===== config.mk =====
export PLATFORM = sky130hd
export DESIGN_NAME = demux1to2_buf
export DESIGN_NICKNAME = d
export VERILOG_FILES = /design/src/rtl/demux_pkg.sv /design/src/rtl/demux_fifo.sv /design/src/rtl/demux1to2_buf.sv
export SDC_FILE = /design/constraint.sdc
export NUM_CORES = 1
export LEC_CHECK = 0
export ABC_AREA = 1
export ABC_CLOCK_PERIOD_IN_PS = 1500
export BUFFER_PORTS_ARGS = -buffer_cell sky130_fd_sc_hd__buf_4
export CAP_MARGIN = 20
export CORE_ASPECT_RATIO = 0.7
export CORE_MARGIN = 2
export CORE_UTILIZATION = 48
export DETAILED_ROUTE_END_ITERATION = 10
export PLACE_DENSITY = 0.75
export SLEW_MARGIN = 20
export SYNTH_ARGS = -nofsm -noshare
export SYNTH_HDL_FRONTEND = slang
export SYNTH_SLANG_ARGS = --single-unit

===== constraint.sdc =====
create_clock -name clk -period 1.5 [get_ports clk]
set_input_delay 0.225 -clock clk [delete_from_list [all_inputs] [get_ports clk]]
set_output_delay 0.225 -clock clk [all_outputs]
set_load 0.01 [all_outputs]

===== src/rtl/demux_pkg.sv =====
// demux_pkg: shared definitions for the buffered 1-to-2 demultiplexer.
//   CH0 / CH1        : sel encodings for output channel 0 and channel 1.
//   DEFAULT_WIDTH    : default data width.
//   DEFAULT_DEPTH    : default per-channel FIFO depth (power of two, >= 2).
//   count_w()        : width of an occupancy counter that must hold 0..depth.
package demux_pkg;

  localparam logic CH0 = 1'b0;
  localparam logic CH1 = 1'b1;

  localparam int DEFAULT_WIDTH = 8;
  localparam int DEFAULT_DEPTH = 2;

  // One extra bit over the pointer width so the value DEPTH itself fits.
  function automatic int count_w(input int depth);
    return $clog2(depth) + 1;
  endfunction

endpackage


===== src/rtl/demux_fifo.sv =====
// demux_fifo: single-clock synchronous FIFO used as one output channel of
// demux1to2_buf.
// Ports:
//   clk     : clock, all state changes on the rising edge.
//   rst_n   : synchronous active-low reset; empties the FIFO and overrides
//             any push/pop in the same cycle.
//   push    : write wdata this edge (ignored while full).
//   wdata   : data to write.
//   pop     : advance the head this edge (ignored while empty).
//   rdata   : head entry; forced to 0 while empty.
//   full    : count == DEPTH (registered state only).
//   empty   : count == 0 (registered state only).
//   count   : occupancy, 0..DEPTH.
// Handshake: the owner presents push/pop as already-qualified transfer
// strobes; a word written at edge N is visible on rdata after edge N, never
// in the same cycle it is written (no fall-through).
module demux_fifo
  import demux_pkg::*;
#(
  parameter int WIDTH = DEFAULT_WIDTH,
  parameter int DEPTH = DEFAULT_DEPTH
) (
  input  logic                      clk,
  input  logic                      rst_n,
  input  logic                      push,
  input  logic [WIDTH-1:0]          wdata,
  input  logic                      pop,
  output logic [WIDTH-1:0]          rdata,
  output logic                      full,
  output logic                      empty,
  output logic [count_w(DEPTH)-1:0] count
);

  localparam int AW = $clog2(DEPTH);
  localparam int CW = count_w(DEPTH);

  logic [WIDTH-1:0] mem [DEPTH];
  logic [AW-1:0]    wr_ptr;
  logic [AW-1:0]    rd_ptr;
  logic [CW-1:0]    cnt;

  logic do_push;
  logic do_pop;

  assign full  = (cnt == CW'(DEPTH));
  assign empty = (cnt == '0);
  assign count = cnt;

  // A push into a full FIFO or a pop from an empty one is dropped here as a
  // second line of defence; the top already qualifies push with in_ready.
  assign do_push = push & ~full;
  assign do_pop  = pop & ~empty;

  // Storage itself is not reset; rdata is masked while empty so the
  // post-reset head reads as zero.
  assign rdata = empty ? '0 : mem[rd_ptr];

  always_ff @(posedge clk) begin
    if (do_push && rst_n) begin
      mem[wr_ptr] <= wdata;
    end
  end

  // Pointers are power-of-two wide, so plain increment wraps modulo DEPTH.
  always_ff @(posedge clk) begin
    if (!rst_n) begin
      wr_ptr <= '0;
      rd_ptr <= '0;
      cnt    <= '0;
    end else begin
      if (do_push) begin
        wr_ptr <= wr_ptr + AW'(1);
      end
      if (do_pop) begin
        rd_ptr <= rd_ptr + AW'(1);
      end
      unique case ({do_push, do_pop})
        2'b10:   cnt <= cnt + CW'(1);
        2'b01:   cnt <= cnt - CW'(1);
        default: cnt <= cnt;
      endcase
    end
  end

endmodule


===== src/rtl/demux1to2_buf.sv =====
// demux1to2_buf: buffered 1-to-2 demultiplexer. Each input word is steered by
// sel into one of two independent output FIFOs, so a stalled consumer on one
// channel only blocks input words that target that channel.
// Ports:
//   clk, rst_n          : clock and synchronous active-low reset.
//   in_valid/in_ready   : input handshake; in_data and sel travel with it.
//   in_data [WIDTH]     : input word.
//   sel                 : destination (CH0 -> y0, CH1 -> y1).
//   y0_valid/y0_ready   : channel 0 output handshake.
//   y0_data [WIDTH]     : channel 0 head entry.
//   y0_count            : channel 0 occupancy, 0..DEPTH.
//   y1_*                : same for channel 1.
// Handshake (all interfaces): a transfer happens at a rising edge where
// valid and ready are both 1. A producer holding valid=1 with ready=0 must
// keep its data (and sel) stable. in_ready depends only on rst_n, sel and
// registered full flags, never on y*_ready, so a full channel refuses a push
// even in a cycle where it is being popped; the word goes in next cycle.
// A word blocked on a full channel is never redirected or dropped.
module demux1to2_buf
  import demux_pkg::*;
#(
  parameter int WIDTH = DEFAULT_WIDTH,
  parameter int DEPTH = DEFAULT_DEPTH
) (
  input  logic                      clk,
  input  logic                      rst_n,
  input  logic                      in_valid,
  output logic                      in_ready,
  input  logic [WIDTH-1:0]          in_data,
  input  logic                      sel,
  output logic                      y0_valid,
  input  logic                      y0_ready,
  output logic [WIDTH-1:0]          y0_data,
  output logic [count_w(DEPTH)-1:0] y0_count,
  output logic                      y1_valid,
  input  logic                      y1_ready,
  output logic [WIDTH-1:0]          y1_data,
  output logic [count_w(DEPTH)-1:0] y1_count
);

  logic full0, full1;
  logic empty0, empty1;
  logic push0, push1;
  logic accept;

  always_comb begin
    in_ready = 1'b0;
    if (rst_n) begin
      in_ready = (sel == CH1) ? ~full1 : ~full0;
    end
  end

  assign accept = in_valid & in_ready;
  assign push0  = accept & (sel == CH0);
  assign push1  = accept & (sel == CH1);

  assign y0_valid = ~empty0;
  assign y1_valid = ~empty1;

  demux_fifo #(
    .WIDTH (WIDTH),
    .DEPTH (DEPTH)
  ) u_fifo0 (
    .clk   (clk),
    .rst_n (rst_n),
    .push  (push0),
    .wdata (in_data),
    .pop   (y0_ready),
    .rdata (y0_data),
    .full  (full0),
    .empty (empty0),
    .count (y0_count)
  );

  demux_fifo #(
    .WIDTH (WIDTH),
    .DEPTH (DEPTH)
  ) u_fifo1 (
    .clk   (clk),
    .rst_n (rst_n),
    .push  (push1),
    .wdata (in_data),
    .pop   (y1_ready),
    .rdata (y1_data),
    .full  (full1),
    .empty (empty1),
    .count (y1_count)
  );

endmodule


==> results.py <==
metrics = {
    "drt": {
        "dr.pass1.iters": 4,
        "vias": 1275,
        "via_per_inst": 4.89,
        "avgRoutedWirePerCell_um": 13.4,
        "routed_wl_um": 3490,
        "drc": 0,
        "drtIter0Drc": 67,
        "ant_nets": 0,
    },
    "synth": {
        "synthTopCellsByArea": "edfxtp_1 (56%), dfxtp_1 (12%), nand2_1 (9.2%)",
        "syn_area_um2": 1720,
        "yosysUniqueCellTypes": 15,
        "yosysSeqAreaShare_pct": 67.5,
        "yosysTopAreaCell": "edfxtp_1",
        "synth_fp_nets": 174,
        "yosys_warnings": 0,
        "ys_ff_latch": 42,
        "yosysTopAreaCellShare_pct": 55.9,
        "avgSynthCellArea_um2": 10.9,
        "syn-instance-count": 158,
    },
    "cts": {
        "cts_htree_levels": 2,
        "cts.clk_slew.worst_paths_ns": 0.07,
        "cts_tree": "yes",
        "clock_latency_ns": 0.29,
        "clk_root_buffer_cell": "clkbuf_8",
        "clockBufferDepth": 2,
        "cts.sinks": 42,
        "cts-hold-fix-buffers": 0,
        "cts_made_buffers": 5,
    },
    "power": {
        "ir_worst_vdd_v": 0.000777,
        "p_leak_uw": 0.000958,
        "powerDensity_nw_per_um2": 1110,
    },
    "grt": {
        "overflow": 0,
        "grt_max_degree": 13,
        "grt_pass1_vias": 1112,
        "grt_pass1_wl_um": 5180,
        "grtUsageTotal_pct": 18.3,
        "antenna_found_initial": 0,
    },
    "floorplan": {
        "fp.coreArea_um2": 3470,
        "ios": 37,
        "die_y_um": 54.1,
        "rows": 18,
        "die_w_um": 75.6,
        "start_util_pct": 49.6,
        "dieArea_um2": 4090,
    },
    "finish": {
        "area_growth_syn_to_layout_pct": 32.6,
        "drive_gt1_share_pct": 37.4,
        "diodes": 0,
        "nNetsFinal": 226,
    },
    "worst_setup_path": {
        "critPathArrivalTime_ns": 1.21,
        "critPathKind": "register to primary output",
        "crit_required_ns": 1.27,
        "path_max_fanout": 5,
        "cp-start-kind": "register",
        "cp-end-kind": "primary output",
    },
    "placement": {
        "gp_congestion": 0.796,
        "hpwl_um": 2390,
        "io_buffers": 36,
    },
    "run": {
        "maxCapViolCount": 0,
    },
    "timing": {
        "rsz0062_at_grt": "yes",
        "period_share_pct": 95.6,
        "slew_violations": 0,
        "worstMarginPinSlew_ns": 0.358,
        "setup_tns_ns": 0,
        "setup_viol": 0,
        "period_needed_ns": 1.43,
        "clock.fmax_ghz": 0.697,
        "clock_skew_ns": 0.00342,
        "timing.hold.ws_ns": 0.142,
        "relSlewSlack_pct": 76.1,
        "finalHoldViolCount": 0,
    },
    "outcome": {
        "status": "finished, final reports clean",
    },
    "min_path": {
        "hold_path_class": "input port to register",
    },
}
-- where the power goes --
group / internal, uW / switching [uW] / leakage, uW / total, uW
clock: 320 / 353 / 0.0000426 / 672
combinational: 238 / 274 / 0.000539 / 513
sequential: 1300 / 42.1 / 0.000376 / 1340
-- cells in the mapped netlist --
master,instances
ha_1,2
buf_2,3
nand4_2,2
a21oi_1,24
xor2_1,2
o21ai_1,5
nor2_1,6
edfxtp_1,32
nand3_1,5
dfxtp_1,10
o21ai_0,2
nand2_1,42
nor2_4,4
inv_1,17
inv_2,2
-- stage by stage --
| step | instance area (um^2) | worst slack (ns) | total power, uW | std cells | util [%] |
|---|---|---|---|---|---|
| 2_1_floorplan | 1720 | -0.0152 | 1590 | 158 | - |
| 3_3_place_gp | 2120 | 0.103 | 1810 | 251 | 61.0 |
| 3_5_place_dp | 2120 | 0.0256 | 1830 | 251 | 61.0 |
| 5_1_grt | 2280 | 0.00525 | 2660 | 261 | 65.8 |
| 6_report | 2280 | 0.0660 | 2530 | 261 | 65.8 |
| 4_1_cts | 2200 | 0.00587 | 2500 | 259 | 63.5 |
-- worst paths after layout --
check	slack, ns	cells past startpoint	start	end
worst max-delay path	0.07	5	u_fifo1.count[0]	y1_data[3]
worst min-delay path	0.14	1	in_data[2]	u_fifo1.mem[0][2]
worst max register to register	0.08	8	u_fifo1.count[0]	u_fifo1.count[1]
worst min register to register	0.45	1	u_fifo0.rd_ptr	register
-- state kept, by name, summed over array words and instances (netlist names), named ones only --
name,flops
u_fifo1.rd_ptr,1
u_fifo0.mem,16
u_fifo0.wr_ptr,1
u_fifo0.count,2
u_fifo0.rd_ptr,1
u_fifo1.wr_ptr,1
u_fifo1.mem,16
u_fifo1.count,2
-- layout make-up --
class                           count  area, um^2
Inverter                           19        71.3
Clock inverter                      2        8.76
Clock buffer                        6        72.6
Tap cell                           50        62.6
Fill cell                         257        1190
Sequential cell                    42        1180
Multi-Input combinational cell     94         522
Timing Repair Buffer               48         368
-- metal layers --
layer,track usage (%),routed length (um),vias up,part of all wire [%]
li1,-,-,632,-
met4,6.43,34,0,0.98
met5,0,0,-,0
met1,23.1,1590,605,46
met2,28.8,1680,34,48
met3,7.12,181,4,5.2
-- cells by family (layout without fill, tap and decap cells) --
group	Yosys count	after routing	share of synthesized area, %
buffers and inverters	22	75	5.02
XOR/XNOR	2	2	1.02
adder cells (fa/ha/maj)	2	2	1.45
AO/OA/AOI/OAI	31	31	9.02
flip-flops	42	42	67.5
AND/OR/NAND/NOR	59	59	16.0
-- cell usage in the layout, fill, tap and decap left out, types with 5 or more instances in the layout --
cell type  Yosys  final
a21oi_1       24     23
buf_4          0     46
clkbuf_8       0      5
edfxtp_1      32     32
inv_1         17     13
inv_2          2      6
nand2_1       42     41
nand3_1        5      5
nor2_1         6      5
-- worst max-delay path, stage by stage (launching register included) --
cell,delay (ns)
dfxtp_2,0.33
buf_6,0.13
nor2_4,0.14
buf_4,0.15
a21oi_1,0.04
buf_4,0.14
-- timing repair --
item,4_1_cts,5_1_grt
gates resized for setup,4,20
cloned,0,1
pin swaps,0,1
setup buffers,0,1
setup endpoints to repair,16,28
(Power assumes the default switching activity.)
